## src/rtl/mux_arb_n_if.sv

```systemverilog
// Bus bundle for the N-channel arbitrating mux.
// slave is the mux side, master drives the channels and the sink.
interface mux_arb_n_if #(
  parameter int W = 4,
  parameter int N = 4
);
  localparam int SW = ($clog2(N) > 1) ? $clog2(N) : 1;

  logic [N*W-1:0] A;
  logic [N-1:0]   A_valid;
  logic [N-1:0]   A_ready;
  logic [SW-1:0]  S;
  logic           M;
  logic [W-1:0]   F;
  logic           F_valid;
  logic           F_ready;
  logic [SW-1:0]  F_chan;
  logic [7:0]     xfer_cnt;

  modport master (
    output A, A_valid, S, M, F_ready,
    input  A_ready, F, F_valid, F_chan, xfer_cnt
  );

  modport slave (
    input  A, A_valid, S, M, F_ready,
    output A_ready, F, F_valid, F_chan, xfer_cnt
  );
endinterface

```

## src/rtl/mux_arb_n.sv

```systemverilog
// N-channel mux with fixed or round-robin select
// feeding a one-entry registered output stage.
module mux_arb_n #(
  parameter int W = 4,
  parameter int N = 4
) (
  input  logic        clk,
  input  logic        rst,
  mux_arb_n_if.slave  bus
);
  localparam int SW = ($clog2(N) > 1) ? $clog2(N) : 1;
  localparam logic [SW:0] NL = (SW+1)'(N);

  logic [SW-1:0] r_ptr;
  logic [W-1:0]  r_f;
  logic [SW-1:0] r_chan;
  logic          r_fv;
  logic [7:0]    r_cnt;

  logic          w_fx_hit;
  logic          w_rr_hit;
  logic [SW-1:0] w_rr_idx;
  logic [SW:0]   w_sum;
  logic          w_gnt_hit;
  logic [SW-1:0] w_gnt_idx;
  logic [W-1:0]  w_gnt_data;
  logic          w_load_en;
  logic          w_take;
  logic          w_drain;

  // S may name a channel that does not exist when N is not 2^SW
  assign w_fx_hit = ({1'b0, bus.S} < NL) &&
                    bus.A_valid[bus.S];

  // Round-robin scan from ptr; scanning offsets high to low
  // lets the smallest offset from ptr overwrite and win.
  always_comb begin
    w_rr_hit = 1'b0;
    w_rr_idx = '0;
    w_sum    = '0;
    for (int k = N - 1; k >= 0; k--) begin
      w_sum = {1'b0, r_ptr} + (SW+1)'(k);
      if (w_sum >= NL) w_sum = w_sum - NL;
      if (bus.A_valid[w_sum[SW-1:0]]) begin
        w_rr_hit = 1'b1;
        w_rr_idx = w_sum[SW-1:0];
      end
    end
  end

  assign w_gnt_hit = bus.M ? w_rr_hit : w_fx_hit;
  assign w_gnt_idx = bus.M ? w_rr_idx : bus.S;

  // Select the granted channel word without modification
  always_comb begin
    w_gnt_data = '0;
    for (int i = 0; i < N; i++) begin
      if (w_gnt_idx == SW'(i))
        w_gnt_data = bus.A[i*W +: W];
    end
  end

  assign w_load_en = !r_fv || bus.F_ready;
  assign w_take    = w_gnt_hit && w_load_en && !rst;
  assign w_drain   = r_fv && bus.F_ready;

  // One-hot ready, only to the granted channel
  always_comb begin
    bus.A_ready = '0;
    for (int i = 0; i < N; i++) begin
      bus.A_ready[i] = w_take && (w_gnt_idx == SW'(i));
    end
  end

  // Output register: load wins over drain, so no bubble
  always_ff @(posedge clk or posedge rst) begin
    if (rst) begin
      r_f    <= '0;
      r_chan <= '0;
      r_fv   <= 1'b0;
    end else if (w_take) begin
      r_f    <= w_gnt_data;
      r_chan <= w_gnt_idx;
      r_fv   <= 1'b1;
    end else if (w_drain) begin
      r_fv   <= 1'b0;
    end
  end

  // Round-robin pointer moves past the winner in mode 1 only
  always_ff @(posedge clk or posedge rst) begin
    if (rst) begin
      r_ptr <= '0;
    end else if (w_take && bus.M) begin
      r_ptr <= (w_gnt_idx == SW'(N - 1)) ? '0
             : w_gnt_idx + 1'b1;
    end
  end

  // Completed output transfers, free-running mod 256
  always_ff @(posedge clk or posedge rst) begin
    if (rst) begin
      r_cnt <= '0;
    end else if (w_drain) begin
      r_cnt <= r_cnt + 8'd1;
    end
  end

  assign bus.F        = r_f;
  assign bus.F_chan   = r_chan;
  assign bus.F_valid  = r_fv;
  assign bus.xfer_cnt = r_cnt;
endmodule

```

## src/flat_wrapper.sv

```systemverilog
// flat-port wrapper written by rule: the top's interface ports become plain ports
module mux_arb_n_flat 
#(
  parameter int W = 4,
  parameter int N = 4
)
  (clk, rst, bus_A, bus_A_valid, bus_S, bus_M, bus_F_ready, bus_A_ready, bus_F, bus_F_valid, bus_F_chan, bus_xfer_cnt);
  mux_arb_n_if #(.W(W), .N(N)) bus_i ();
  input  logic clk;
  input  logic rst;
  input wire logic [$bits(bus_i.A)-1:0] bus_A;
  input wire logic [$bits(bus_i.A_valid)-1:0] bus_A_valid;
  input wire logic [$bits(bus_i.S)-1:0] bus_S;
  input wire logic [$bits(bus_i.M)-1:0] bus_M;
  input wire logic [$bits(bus_i.F_ready)-1:0] bus_F_ready;
  output wire logic [$bits(bus_i.A_ready)-1:0] bus_A_ready;
  output wire logic [$bits(bus_i.F)-1:0] bus_F;
  output wire logic [$bits(bus_i.F_valid)-1:0] bus_F_valid;
  output wire logic [$bits(bus_i.F_chan)-1:0] bus_F_chan;
  output wire logic [$bits(bus_i.xfer_cnt)-1:0] bus_xfer_cnt;
  assign bus_i.A = bus_A;
  assign bus_i.A_valid = bus_A_valid;
  assign bus_i.S = bus_S;
  assign bus_i.M = bus_M;
  assign bus_i.F_ready = bus_F_ready;
  assign bus_A_ready = bus_i.A_ready;
  assign bus_F = bus_i.F;
  assign bus_F_valid = bus_i.F_valid;
  assign bus_F_chan = bus_i.F_chan;
  assign bus_xfer_cnt = bus_i.xfer_cnt;
  mux_arb_n #(.W(W), .N(N)) u_core (.clk(clk), .rst(rst), .bus(bus_i));
endmodule
```

## config.mk

```make
export PLATFORM = sky130hd
export DESIGN_NAME = mux_arb_n_flat
export DESIGN_NICKNAME = d
export VERILOG_FILES = /design/src/rtl/mux_arb_n_if.sv /design/src/rtl/mux_arb_n.sv /design/src/flat_wrapper.sv
export SDC_FILE = /design/constraint.sdc
export NUM_CORES = 1
export LEC_CHECK = 0
export CORE_ASPECT_RATIO = 1.5
export CORE_MARGIN = 5
export CORE_UTILIZATION = 33
export DETAILED_ROUTE_END_ITERATION = 6
export PLACE_DENSITY = 0.67
export RECOVER_POWER = 50
export SLEW_MARGIN = 20
export SYNTH_ARGS = -nofsm -noshare
export SYNTH_HDL_FRONTEND = slang
export SYNTH_SLANG_ARGS = --single-unit
```

## constraint.sdc

```tcl
create_clock -name clk -period 2.2 [get_ports clk]
set_input_delay 0.22 -clock clk [delete_from_list [all_inputs] [get_ports clk]]
set_output_delay 0.22 -clock clk [all_outputs]
set_load 0.05 [all_outputs]
```

== Yosys cells after proc, flatten, opt, wreduce, memory -nomap -nowiden ==
Cells that the tools add are included.
Storage, ports and cells
  memories kept: 0
  bits in latches: 0
  input bits: 26
  ROM bits: 0
  memory bits (writable): 0
  bits in registers: 17
  output and inout port bits: 19
Operators by class
  multiplexer cells: 31
  bitwise operators: 0
  add/subtract/negate cells: 9
  eq/ne operators: 3
  divide/modulo/power cells: 0
  reduce and logical (&&, ||, !) cells: 13
  multiply operators: 0
  $lt $le $gt $ge: 9
  shifts and indexed selects: 0
Operators with widths (number)
  2-bit two-way mux: 10
  4-bit two-way mux: 4
  2-bit by 3-bit less-than comparator with 1-bit output, second input constant: 5
  1-bit two-way mux: 12
  1-bit binary-select mux with 2-bit select: 5
  3-bit greater-or-equal comparator, second input constant: 3
  8-bit by 1-bit adder with 8-bit output, second input constant: 1
  1-bit logical AND: 8
  2-bit by 1-bit subtractor with 2-bit output, second input constant: 4
  2-bit by 2-bit adder with 3-bit output, second input constant: 2
  2-bit == test, second input constant: 2
  2-bit by 1-bit adder with 3-bit output, second input constant: 1
  2-bit by 3-bit greater-or-equal comparator with 1-bit output, second input constant: 1
  2-bit by 1-bit adder with 2-bit output, second input constant: 1
  2-bit by 1-bit == test with 1-bit output, second input constant: 1
  1-bit zero test: 2
  2-bit zero test: 1
  2-bit nonzero test: 1
  1-bit logical OR: 1

== Logic depth before layout (Yosys ltp) ==
Gate-level depths: netlist of the first run.
  depth after elaboration: 15
  gate-level depth with buffers: 10
  depth with buffers taken out: 9

== Least setup slack after synthesis of the first run ==
OpenSTA, ideal clock, no wires.
  kind: register to output
  start: register u_core.r_ptr[1]
  end: output port bus_A_ready[3]
  stages on the path, launching flop included: 8
  path buffers: 1
  setup slack: -0.264 ns
  required time: 1.980 ns
  arrival time: 2.244 ns
  cells stage by stage: dfrtp_1 mux2i_1 nor2_1 o32ai_1 ha_1 buf_1 inv_2 nor2_1
RTL lines
  start, declared: line mux_arb_n.sv:14  | logic [SW-1:0] r_ptr;
  start signal, assigned: line mux_arb_n.sv:95  | r_ptr <= (w_gnt_idx == SW'(N - 1)) ? '0
  2-bit by 2-bit adder with 3-bit output: line mux_arb_n.sv:42  | w_sum = {1'b0, r_ptr} + (SW+1)'(k);
  3-bit greater-or-equal comparator / 2-bit by 1-bit subtractor with 2-bit output (equally long branches): line mux_arb_n.sv:43  | if (w_sum >= NL) w_sum = w_sum - NL;
  2-bit two-way mux: line mux_arb_n.sv:43
  1-bit binary-select mux with 2-bit select: line mux_arb_n.sv:44  | if (bus.A_valid[w_sum[SW-1:0]]) begin
  1-bit two-way mux (implied by the code): line mux_arb_n.sv:44
  2-bit two-way mux (3 in series): line mux_arb_n.sv:44
  2-bit two-way mux (*): line mux_arb_n.sv:44
  2-bit two-way mux (*): line mux_arb_n.sv:52  | assign w_gnt_idx = bus.M ? w_rr_idx : bus.S;
  net u_core.w_gnt_idx[0]: line mux_arb_n.sv:25  | logic [SW-1:0] w_gnt_idx;
  2-bit == test (*): line mux_arb_n.sv:71  | bus.A_ready[i] = w_take && (w_gnt_idx == SW'(i));
  1-bit logical AND (*): line mux_arb_n.sv:71
  end, declared: line flat_wrapper.sv:16  | output wire logic [$bits(bus_i.A_ready)-1:0] bus_A_ready;
Mark *: on every way through the listed nets, which the timed path passes. The rest lies on a longest branch. The select of a mux whose other input is x is not followed.

== Worst setup path in the final report of the first run ==
  start: register u_core.r_ptr[1]
  end: register u_core.r_f[0], in the netlist u_core.bus.F[0]
Between the ends
  longest elaborated chain between the ends: 15
Ends and longest elaborated chain
  2-bit by 2-bit adder with 3-bit output: line mux_arb_n.sv:42
  3-bit greater-or-equal comparator / 2-bit by 1-bit subtractor with 2-bit output (equally long branches): line mux_arb_n.sv:43
  2-bit two-way mux: line mux_arb_n.sv:43
  1-bit binary-select mux with 2-bit select: line mux_arb_n.sv:44
  1-bit two-way mux (implied by the code): line mux_arb_n.sv:44
  2-bit two-way mux (3 in series): line mux_arb_n.sv:44
  2-bit two-way mux (*): line mux_arb_n.sv:44
  2-bit two-way mux (*): line mux_arb_n.sv:52
  net u_core.w_gnt_idx[0]: line mux_arb_n.sv:25
  2-bit zero test: line mux_arb_n.sv:58  | if (w_gnt_idx == SW'(i))
  4-bit two-way mux (3 in series): line mux_arb_n.sv:58
  4-bit two-way mux (*): line mux_arb_n.sv:58
  end signal, assigned: line mux_arb_n.sv:82  | r_f <= w_gnt_data;
  end, declared: line mux_arb_n.sv:15  | logic [W-1:0] r_f;
Marked as above.
A chain may end at the register's enable or synchronous reset.

==> qor.yml, run 1 <==
final_nets: 209
worst_path_largest_cell_delay_ns: 0.45
cp-startpoint: "u_core.r_ptr[1]"
finalInstanceArea_mm2: 0.00197
dp_hpwl_um: 2420
r2r-start: "u_core.r_ptr[1]"
htree_levels: 1
min_path_type: "in2async"
tightest_slew_ns: 0.613
numPortBuffers: 44
synth_seq_cells: 17
yosys_warnings: 0
timing.final.ws_setup_ns: -0.0244
critPathArrivalTime_ns: 2.36
grt_pass1_vias: 1061
cp_max_fo: 5
wl_um: 3190
crit_path_start_kind: "flop"
area_growth_pct: 82.4
critPathRequiredTime_ns: 2.34
top_usage_layer: "met2"
grt_max_degree: 18
globalplace.congestion: 0.743
slew_headroom_pct: 59.1
status: "complete, but fails checks"
antenna_left: 0
use_met2_pct: 27.7
drtIter0Drc: 31
seq_area_frac_synth_pct: 39.4
seqPwrFrac_pct: 26.9
cpMaxStageDelayCell: "dfrtp_2"
netlist_instances: 105
drive_above_1_share_pct: 36.7
violations: "setup timing"
drv_slew: 0
syn_area_mm2: 0.00108
clock_sinks: 17
use_met1_pct: 14.6
die_y_um: 80.0
vias_per_cell: 4.88
grt_first_pass_wirelength_um: 5020
grt_use_total_pct: 14.5
period_share_pct: 101
p_clk_share_pct: 11.0
netSwitchingFraction_pct: 44.2
p_per_area_mw_per_mm2: 1050
finalSetupViolations: 3
initial_core_util_pct: 34.1
gr-usage-met3_pct: 2.27
post_dp_cell_area_mm2: 0.00173
coreArea_mm2: 0.00316
die_area_mm2: 0.00454
route.detailed.drc: 0
path_clk_slew_ns: 0.06
max_freq_mhz: 450
setup_tns_ns: -0.0463
die-width_um: 56.7
clock_path_buffers: 2
critPathKind: "reg2reg"
maxCapViolCount: 0
p_leak_nw: 0.858
syn_nets: 136
overflow: 0
hold_viol: 0
root_buffer: "clkbuf_8"
fin_crit_ns: 2.22
ys_types: 31
internal-power_mw: 1.15
hold_buffers: 0
vdd_drop_max_v: 0.000608
endpoint_kind: "flop"
vias: 1059
firstDrtPassIters: 6
cts_buffers: 3
cpLargestDelayFamily: "compound AO/OA/AOI/OAI gates"
finClkSkew_ns: 0.000938
insertion_delay_ns: 0.25
insertedDiodeCount: 0
power_switching_mw: 0.908
ios: 45
rsz0062_at_grt: "true"
fillCellCount: 263
rows: 25
path_cells: "nand2b_4, a21oi_2, o32ai_2, buf_4, ha_4, buf_6, buf_12, a221oi_2, o31ai_1, mux2_4"
wl_per_cell_um: 14.7
path_buf_inv: 3
syn_area_per_cell_um2: 10.3
tritoncts: "built"
place_ws_ns: -0.382
antenna_found_initial: 0
combPwrFrac_pct: 62.1
[cell families after synthesis]
group           synth area share [%]
fa+ha+maj                       5.80
xor+xnor                        5.68
simple gates                    17.5
buf+inv                         3.13
mux                             13.3
flops                           39.4
compound gates                  15.1
[final cells by class]
class	instances	area, µm²	area share (%)
Timing Repair Buffer	69	678	34.5
Multi-Input combinational cell	79	731	37.2
Inverter	8	35.0	1.78
Clock buffer	3	41.3	2.10
Sequential cell	17	427	21.7
Clock inverter	1	5.00	0.254
Tap cell	40	50.0	2.54
[cells in the mapped netlist]
library cell	instances	area share [%]
mux2_2	1	1.0
nor2_1	10	3.5
inv_2	1	0.35
nor2b_1	3	1.7
inv_1	7	2.4
nand3_1	6	2.8
mux2_4	6	8.4
a221oi_1	4	3.2
nor3_1	1	0.46
o311ai_0	1	0.81
nand2_4	1	1.0
o2bb2ai_1	1	0.81
a211oi_4	1	1.9
nand2b_1	4	2.3
dfrtp_1	17	39
a2bb2oi_2	1	1.4
and3_1	3	1.7
o21ai_0	2	0.93
ha_1	5	5.8
a21oi_1	2	0.93
o32ai_1	1	0.81
nor4_2	1	1.2
xnor2_1	5	4.1
o21a_1	2	1.4
buf_1	1	0.35
xor2_1	2	1.6
nand2_1	8	2.8
a22o_1	1	0.81
o31ai_1	3	2.1
mux2i_1	2	1.9
mux2_1	2	2.1
[state kept, by name, summed over array words and instances, names as in the netlist]
| signal | flops |
|---|---|
| u_core.bus.F_chan | 2 |
| u_core.bus.F | 4 |
| u_core.r_ptr | 2 |
| u_core.bus.F_valid | 1 |
| u_core.bus.xfer_cnt | 8 |
[power by group through the flow]
stage | clock (mW) | combinational (mW) | sequential [mW]
floorplan | 0 | 0.346 | 0.882
global placement | 0 | 1.10 | 0.547
detailed placement | 0 | 1.12 | 0.551
CTS | 0.235 | 1.20 | 0.551
global route | 0.243 | 1.35 | 0.571
finish | 0.226 | 1.28 | 0.553
[metal layers]
| layer | share of wire [%] | wire length [µm] | up-vias |
|---|---|---|---|
| li1 | - | - | 515 |
| met1 | 36 | 1150 | 501 |
| met2 | 57 | 1810 | 36 |
| met3 | 4.4 | 142 | 7 |
| met4 | 2.9 | 93 | 0 |
| met5 | 0 | 0 | - |
[through the flow]
| stage | power (mW) | hold WS [ns] | instances | utilization [%] |
|---|---|---|---|---|
| finish | 2.06 | 0.442 | 217 | 62.3 |
| global route | 2.16 | 0.491 | 217 | 62.3 |
| CTS | 1.99 | 0.467 | 212 | 59.6 |
| detailed placement | 1.67 | 0.478 | 205 | 54.8 |
| global placement | 1.65 | 0.460 | 205 | 54.8 |
| floorplan | 1.23 | 0.146 | 105 | - |
[what timing repair did]
item                                   4_1_cts  5_1_grt
pin swaps                                    6        5
setup buffers                                3        5
gates resized for setup                     27        9
setup endpoints to repair                    8        8
cloned                                       0        0
endpoints found under the hold margin        0        0
[layout by cell type (no fill, tap or decap), types with 4 or more instances in the layout]
master           Yosys  routed
nor2_1              10       8
inv_1                7       5
nand3_1              6       6
buf_6                0       4
nand2_1              8       7
buf_12               0       4
xnor2_1              5       5
mux2_4               6       6
buf_4                0      21
dlygate4sd2_1        0       4
clkdlybuf4s50_1      0      35
dfrtp_1             17      16
[worst paths after layout]
check                      cells past startpoint                endpoint  slack, ns
setup / recovery                              10         u_core.bus.F[0]      -0.02
hold reg to reg                                1  u_core.bus.xfer_cnt[7]       0.48
min in group clk                               1  u_core.bus.xfer_cnt[7]       0.48
hold / removal                                 2      u_core.bus.F_valid       0.44
setup reg to reg                              10         u_core.bus.F[0]      -0.02
max in group asynchronous                      2         u_core.r_ptr[1]       1.33
(Power assumes the default switching activity.)
==> run 2: changes to the inputs <==
--- a/config.mk
+++ b/config.mk
@@ -5,11 +5,12 @@
 export SDC_FILE = /design/constraint.sdc
 export NUM_CORES = 1
 export LEC_CHECK = 0
+export ABC_AREA = 1
 export CORE_ASPECT_RATIO = 1.5
 export CORE_MARGIN = 5
 export CORE_UTILIZATION = 33
 export DETAILED_ROUTE_END_ITERATION = 6
-export PLACE_DENSITY = 0.67
+export PLACE_DENSITY = 0.65
 export RECOVER_POWER = 50
 export SLEW_MARGIN = 20
 export SYNTH_ARGS = -nofsm -noshare
==> run 2 against run 1 <==
  * The flow still finishes with violations (setup timing)
  * Sequential cell count did not move
  * Via count grew 28%
  * Total power grew 45%
  * Routed wire length rose by 12%
  * Sequential share of layout area is 2.4 points lower
  * Clock power hardly changed
  * Clock skew up 0.0018 ns
  * Cell count up 31%
  * Synthesized cell count increased by 64%
  * Critical endpoint is now bus_A_ready[1]
  * Largest power group unchanged
==> qor.yml, run 2 <==
status: "complete, but fails checks"
violations: "setup timing"
numPortBuffers: 44
dp.cells: 268
largest_register_ffs: 8
final_cell_mix: "52 x nand2_1, 37 x clkdlybuf4s50_1, 19 x buf_4"
endpoint_kind: "primary output"
max_freq_mhz: 442
reg2reg_slack_ns: 0.02
netSwitchingFraction_pct: 49.6
rsz0062_at_grt: "true"
syn_area_mm2: 0.00121
slew_headroom_pct: 59.0
syn_area_per_cell_um2: 7.06
insertion_delay_ns: 0.25
crit_path_start_kind: "flop"
finalSetupViolations: 4
final_common_cell: "nand2_1"
synthArstFlopShare_pct: 100
seq_area_um2: 428
clock_path_buffers: 2
cpLargestDelayFamily: "simple AND/OR/NAND/NOR gates"
timing.final.ws_setup_ns: -0.0647
critPathArrivalTime_ns: 2.04
drive_above_1_share_pct: 35.1
ios: 45
hold_viol: 0
seq_area_frac_synth_pct: 35.1
antenna_left: 0
path_cells: "buf_8, inv_8, nand2_4, nand3_4, nand2_2, nor2_1, nand2_1, nand2_1, nand2_2, nand2_4, buf_6, ha_4, inv_4, nor2_4, buf_12"
vias_per_cell: 4.76
critPathKind: "reg2out"
drtIter0Drc: 28
synth_edf_count: 0
tritoncts: "built"
wl_um: 3580
internal-power_mw: 1.50
synth_seq_cells: 17
insertedDiodeCount: 0
synthTopCellsByArea: "dfrtp_1 35%, nand2_1 19%, inv_1 5.6%"
cp_max_fo: 5
yosysMostFrequentCell: "nand2_1"
clock_sinks: 17
place_ws_ns: -0.177
antenna_found_initial: 0
rr_worst_depth: 18
combPwrFrac_pct: 73.9
vdd_drop_max_v: 0.00113
route.detailed.drc: 0
seqPwrFrac_pct: 18.6
synthTopCellsByCount: "61 x nand2_1, 18 x inv_1, 17 x dfrtp_1, 12 x nor2_1, 11 x nand3_1"
p_leak_nw: 1.05
die_y_um: 84.3
dp_hpwl_um: 2570
netlist_instances: 172
maxCapViolCount: 0
finalInstanceArea_mm2: 0.00222
coreArea_mm2: 0.00361
synthFlopType: "dfrtp_1"
post_dp_cell_area_mm2: 0.00182
grt_max_degree: 18
path_clk_slew_ns: 0.06
wl_per_cell_um: 12.6
rows: 27
cts_buffers: 3
grt_pass1_vias: 1375
final_nets: 274
die_area_mm2: 0.00502
fin_crit_ns: 2.26
hold_depth: 1
syn_nets: 203
area_growth_pct: 82.7
fillCellCount: 297
yosys_warnings: 0
multiInputGateArea_um2: 893
grt_use_total_pct: 14.8
grt_first_pass_wirelength_um: 5910
synth_top_area_cell: "dfrtp_1"
worst_path_largest_cell_delay_ns: 0.42
htree_levels: 1
cpMaxStageDelayCell: "dfrtp_2"
reg2reg_to: "u_core.bus.F[2]"
period_share_pct: 103
overflow: 0
min_to: "u_core.bus.xfer_cnt[7]"
finClkSkew_ns: 0.00277
power_switching_mw: 1.48
fin_cells: 285
min_path_type: "reg2reg"
ys_types: 27
p_clk_share_pct: 7.5
min_from: "u_core.bus.xfer_cnt[7]"
root_buffer: "clkbuf_8"
path_buf_inv: 5
synth_top_area_share_pct: 35.1
vias: 1358
p_per_area_mw_per_mm2: 1340
firstDrtPassIters: 4
critPathRequiredTime_ns: 1.98
globalplace.congestion: 0.809
tightest_slew_ns: 0.614
drv_slew: 0
r2r-start: "u_core.r_ptr[0]"
die-width_um: 59.5
initial_core_util_pct: 33.6
[run 2: what timing repair did]
item,in CTS,in global routing
hold buffers,0,0
endpoints found under the hold margin,0,0
endpoints found under the setup margin,8,8
buffers inserted,8,5
pin swaps,17,22
gates resized for setup,55,18
gates cloned,0,0
[run 2: kinds of logic after synthesis]
kind of cell | Yosys count | share of synthesized area [%]
DFF | 17 | 35.1
adders and majority gates | 5 | 5.15
and+or+nand+nor | 97 | 35.1
xor gates and xnor gates | 7 | 5.05
buffers and inverters | 24 | 8.87
AOI/OAI and AO/OA | 22 | 10.8
[run 2: routing by layer]
metal / GRT usage, % / routed length, µm
met1: 16.4 / 1380
met2: 26.0 / 1960
met3: 2.62 / 164
met4: 7.26 / 82
met5: 0 / 0
[run 2: worst max-delay path by stage]
stage / from / end / slack (ns) / cells past startpoint
2_1_floorplan: u_core.r_ptr[0] / bus_A_ready[3] / -0.04 / 12
3_3_place_gp: bus_A_valid[1] / u_core.bus.F[2] / -0.16 / 19
3_5_place_dp: bus_A_valid[2] / u_core.bus.F[0] / -0.18 / 18
4_1_cts: u_core.r_ptr[0] / bus_A_ready[1] / -0.05 / 15
5_1_grt: u_core.r_ptr[0] / bus_A_ready[3] / -0.17 / 15
6_report: u_core.r_ptr[0] / bus_A_ready[1] / -0.06 / 15
[run 2: power groups by stage]
stage                     registers [mW]  clock network [mW]  logic (mW)
after floorplan                    0.885                   0       0.733
after global placement             0.572                   0        1.57
after detailed placement           0.571                   0        1.58
after CTS                          0.551               0.234        1.98
after global routing               0.574               0.250        2.36
final                              0.553               0.224        2.20
[run 2: through the flow]
| step | setup TNS (ns) | total power [mW] | hold slack (ns) | util, % |
|---|---|---|---|---|
| CTS | -0.106 | 2.77 | 0.400 | 58.5 |
| finish | -0.165 | 2.97 | 0.475 | 61.3 |
| detailed placement | -1.12 | 2.15 | 0.465 | 50.4 |
| global placement | -1.07 | 2.14 | 0.464 | 50.4 |
| global route | -1.07 | 3.19 | 0.513 | 61.3 |
| floorplan | -0.0429 | 1.62 | 0.146 | - |
[run 2: layout make-up]
| cell class | instances | area share [%] |
|---|---|---|
| Tap cell | 43 | 2.43 |
| Multi-Input combinational cell | 131 | 40.3 |
| Sequential cell | 17 | 19.3 |
| Inverter | 21 | 4.46 |
| Timing Repair Buffer | 69 | 31.4 |
| Clock buffer | 3 | 1.86 |
| Clock inverter | 1 | 0.226 |
==> run 3: changes to the inputs <==
--- a/config.mk
+++ b/config.mk
@@ -6,11 +6,14 @@
 export NUM_CORES = 1
 export LEC_CHECK = 0
 export ABC_AREA = 1
+export CELL_PAD_IN_SITES_DETAIL_PLACEMENT = 1
+export CELL_PAD_IN_SITES_GLOBAL_PLACEMENT = 2
 export CORE_ASPECT_RATIO = 1.5
 export CORE_MARGIN = 5
-export CORE_UTILIZATION = 33
+export CORE_UTILIZATION = 21
+export CTS_CLUSTER_SIZE = 12
 export DETAILED_ROUTE_END_ITERATION = 6
-export PLACE_DENSITY = 0.65
+export PLACE_DENSITY = 0.76
 export RECOVER_POWER = 50
 export SLEW_MARGIN = 20
 export SYNTH_ARGS = -nofsm -noshare
==> run 3 against run 2 <==
  * The run still ends with setup timing left
  * Routed wire length increased by 14%
  * Cell count increased by 8.4%
  * Cell area decreased by 3.7%
  * Critical endpoint is now bus_A_ready[3]
  * Largest power group unchanged
==> qor.yml, run 3 (same netlist as run 2, synthesis figures left out) <==
grt_use_total_pct: 11.3
clock_sinks: 17
fin_hold_ws_ns: 0.479
tightest_slew_ns: 0.664
root_buffer: "clkbuf_8"
critPathArrivalTime_ns: 2.07
path_buf_inv: 4
min_from: "u_core.bus.xfer_cnt[7]"
area_growth_pct: 75.9
critPathRequiredTime_ns: 1.98
cpMaxStageDelayCell: "dfrtp_2"
die_y_um: 103
violations: "setup timing"
place_ws_ns: -0.256
maxCapViolCount: 0
endpoint: "bus_A_ready[3]"
p_total_mw: 2.77
final_common_cell: "nand2_1"
p_per_area_mw_per_mm2: 1300
globalplace.congestion: 0.777
insertion_delay_ns: 0.26
path_cells: "buf_12, o21ai_4, nand2_2, nand3_2, nand2_1, nand2_1, nand2_2, nand2_4, buf_6, ha_4, inv_2, nor2_4, buf_12"
ios: 45
htree_levels: 1
slew_headroom_pct: 55.7
timing.final.ws_setup_ns: -0.0896
path_clk_slew_ns: 0.07
drv_slew: 0
reg2reg_to: "u_core.bus.F[3]"
hold_depth: 1
min_path_type: "reg2reg"
largest_register_ffs: 8
status: "complete, but fails checks"
fin_cells: 309
cpLargestDelayFamily: "simple AND/OR/NAND/NOR gates"
die_area_mm2: 0.00743
finalInstanceArea_mm2: 0.00213
p_leak_nw: 0.994
wl_um: 4080
dp_hpwl_um: 3270
antenna_left: 0
antenna_found_initial: 0
cts_buffers: 3
cp.depth: 13
firstDrtPassIters: 3
endpoint_kind: "primary output"
drive_above_1_share_pct: 30.4
rows: 34
finalSetupViolations: 6
vias: 1328
final_cell_mix: "56 x nand2_1, 38 x clkdlybuf4s50_1, 18 x buf_4"
max_freq_mhz: 437
numPortBuffers: 44
clock_path_buffers: 2
final_nets: 269
finClkSkew_ns: 0.00688
die-width_um: 72.1
wl_per_cell_um: 13.2
drtIter0Drc: 28
dp.cells: 299
period_share_pct: 104
vdd_drop_max_v: 0.000625
cp_max_fo: 7
overflow: 0
reg2reg_slack_ns: 0
rr_worst_depth: 17
post_dp_cell_area_mm2: 0.00189
worst_path_largest_cell_delay_ns: 0.50
insertedDiodeCount: 0
grt_pass1_vias: 1450
vias_per_cell: 4.30
initial_core_util_pct: 21.3
route.detailed.drc: 0
tritoncts: "built"
fin_crit_ns: 2.29
hold_viol: 0
coreArea_mm2: 0.00570
r2r-start: "u_core.r_ptr[0]"
rsz0062_at_grt: "true"
grt_max_degree: 18
critPathKind: "reg2out"
crit_path_start_kind: "flop"
grt_first_pass_wirelength_um: 6580
cp-startpoint: "u_core.r_ptr[0]"
run 3: repair_timing:
item | in CTS | in global routing
endpoints found under the setup margin | 8 | 8
gates resized for setup | 40 | 6
pin swaps | 22 | 5
hold buffers | 0 | 0
buffers inserted | 5 | 1
run 3: power breakdown:
| part | switching [mW] | internal [mW] |
|---|---|---|
| Combinational | 1.16 | 0.809 |
| Sequential | 0.135 | 0.435 |
| Clock | 0.113 | 0.126 |
| Total | 1.40 | 1.37 |
run 3: worst min-delay path by stage:
stage	end	slack (ns)
after CTS	u_core.bus.xfer_cnt[7]	0.40
after global routing	u_core.bus.F[2]	0.51
after detailed placement	u_core.bus.xfer_cnt[7]	0.46
final	u_core.bus.xfer_cnt[7]	0.48
after global placement	u_core.bus.xfer_cnt[7]	0.47
after floorplan	u_core.bus.F[0]	0.15
run 3: stage by stage:
| stage | util (%) | TNS (ns) |
|---|---|---|
| global route | 37.4 | -1.63 |
| CTS | 37.0 | -0.810 |
| global placement | 33.1 | -1.63 |
| detailed placement | 33.1 | -1.68 |
| finish | 37.4 | -0.306 |
| floorplan | - | -0.0429 |
run 3: area by class of cell:
class / instances / area (µm²)
timing repair buffer: 64 / 647
sequential: 17 / 427
tap: 72 / 90.1
multi-input combinational: 131 / 836
inverter: 21 / 88.8
clock buffer: 3 / 41.3
clock inverter: 1 / 5.00
fill: 703 / 3570
run 3: metal layers:
layer	vias up	part of all wire, %	track usage [%]
met2	30	53	19.2
li1	675	-	-
met4	0	4.9	7.53
met5	-	0	0
met3	15	3.2	1.95
met1	608	39	12.9
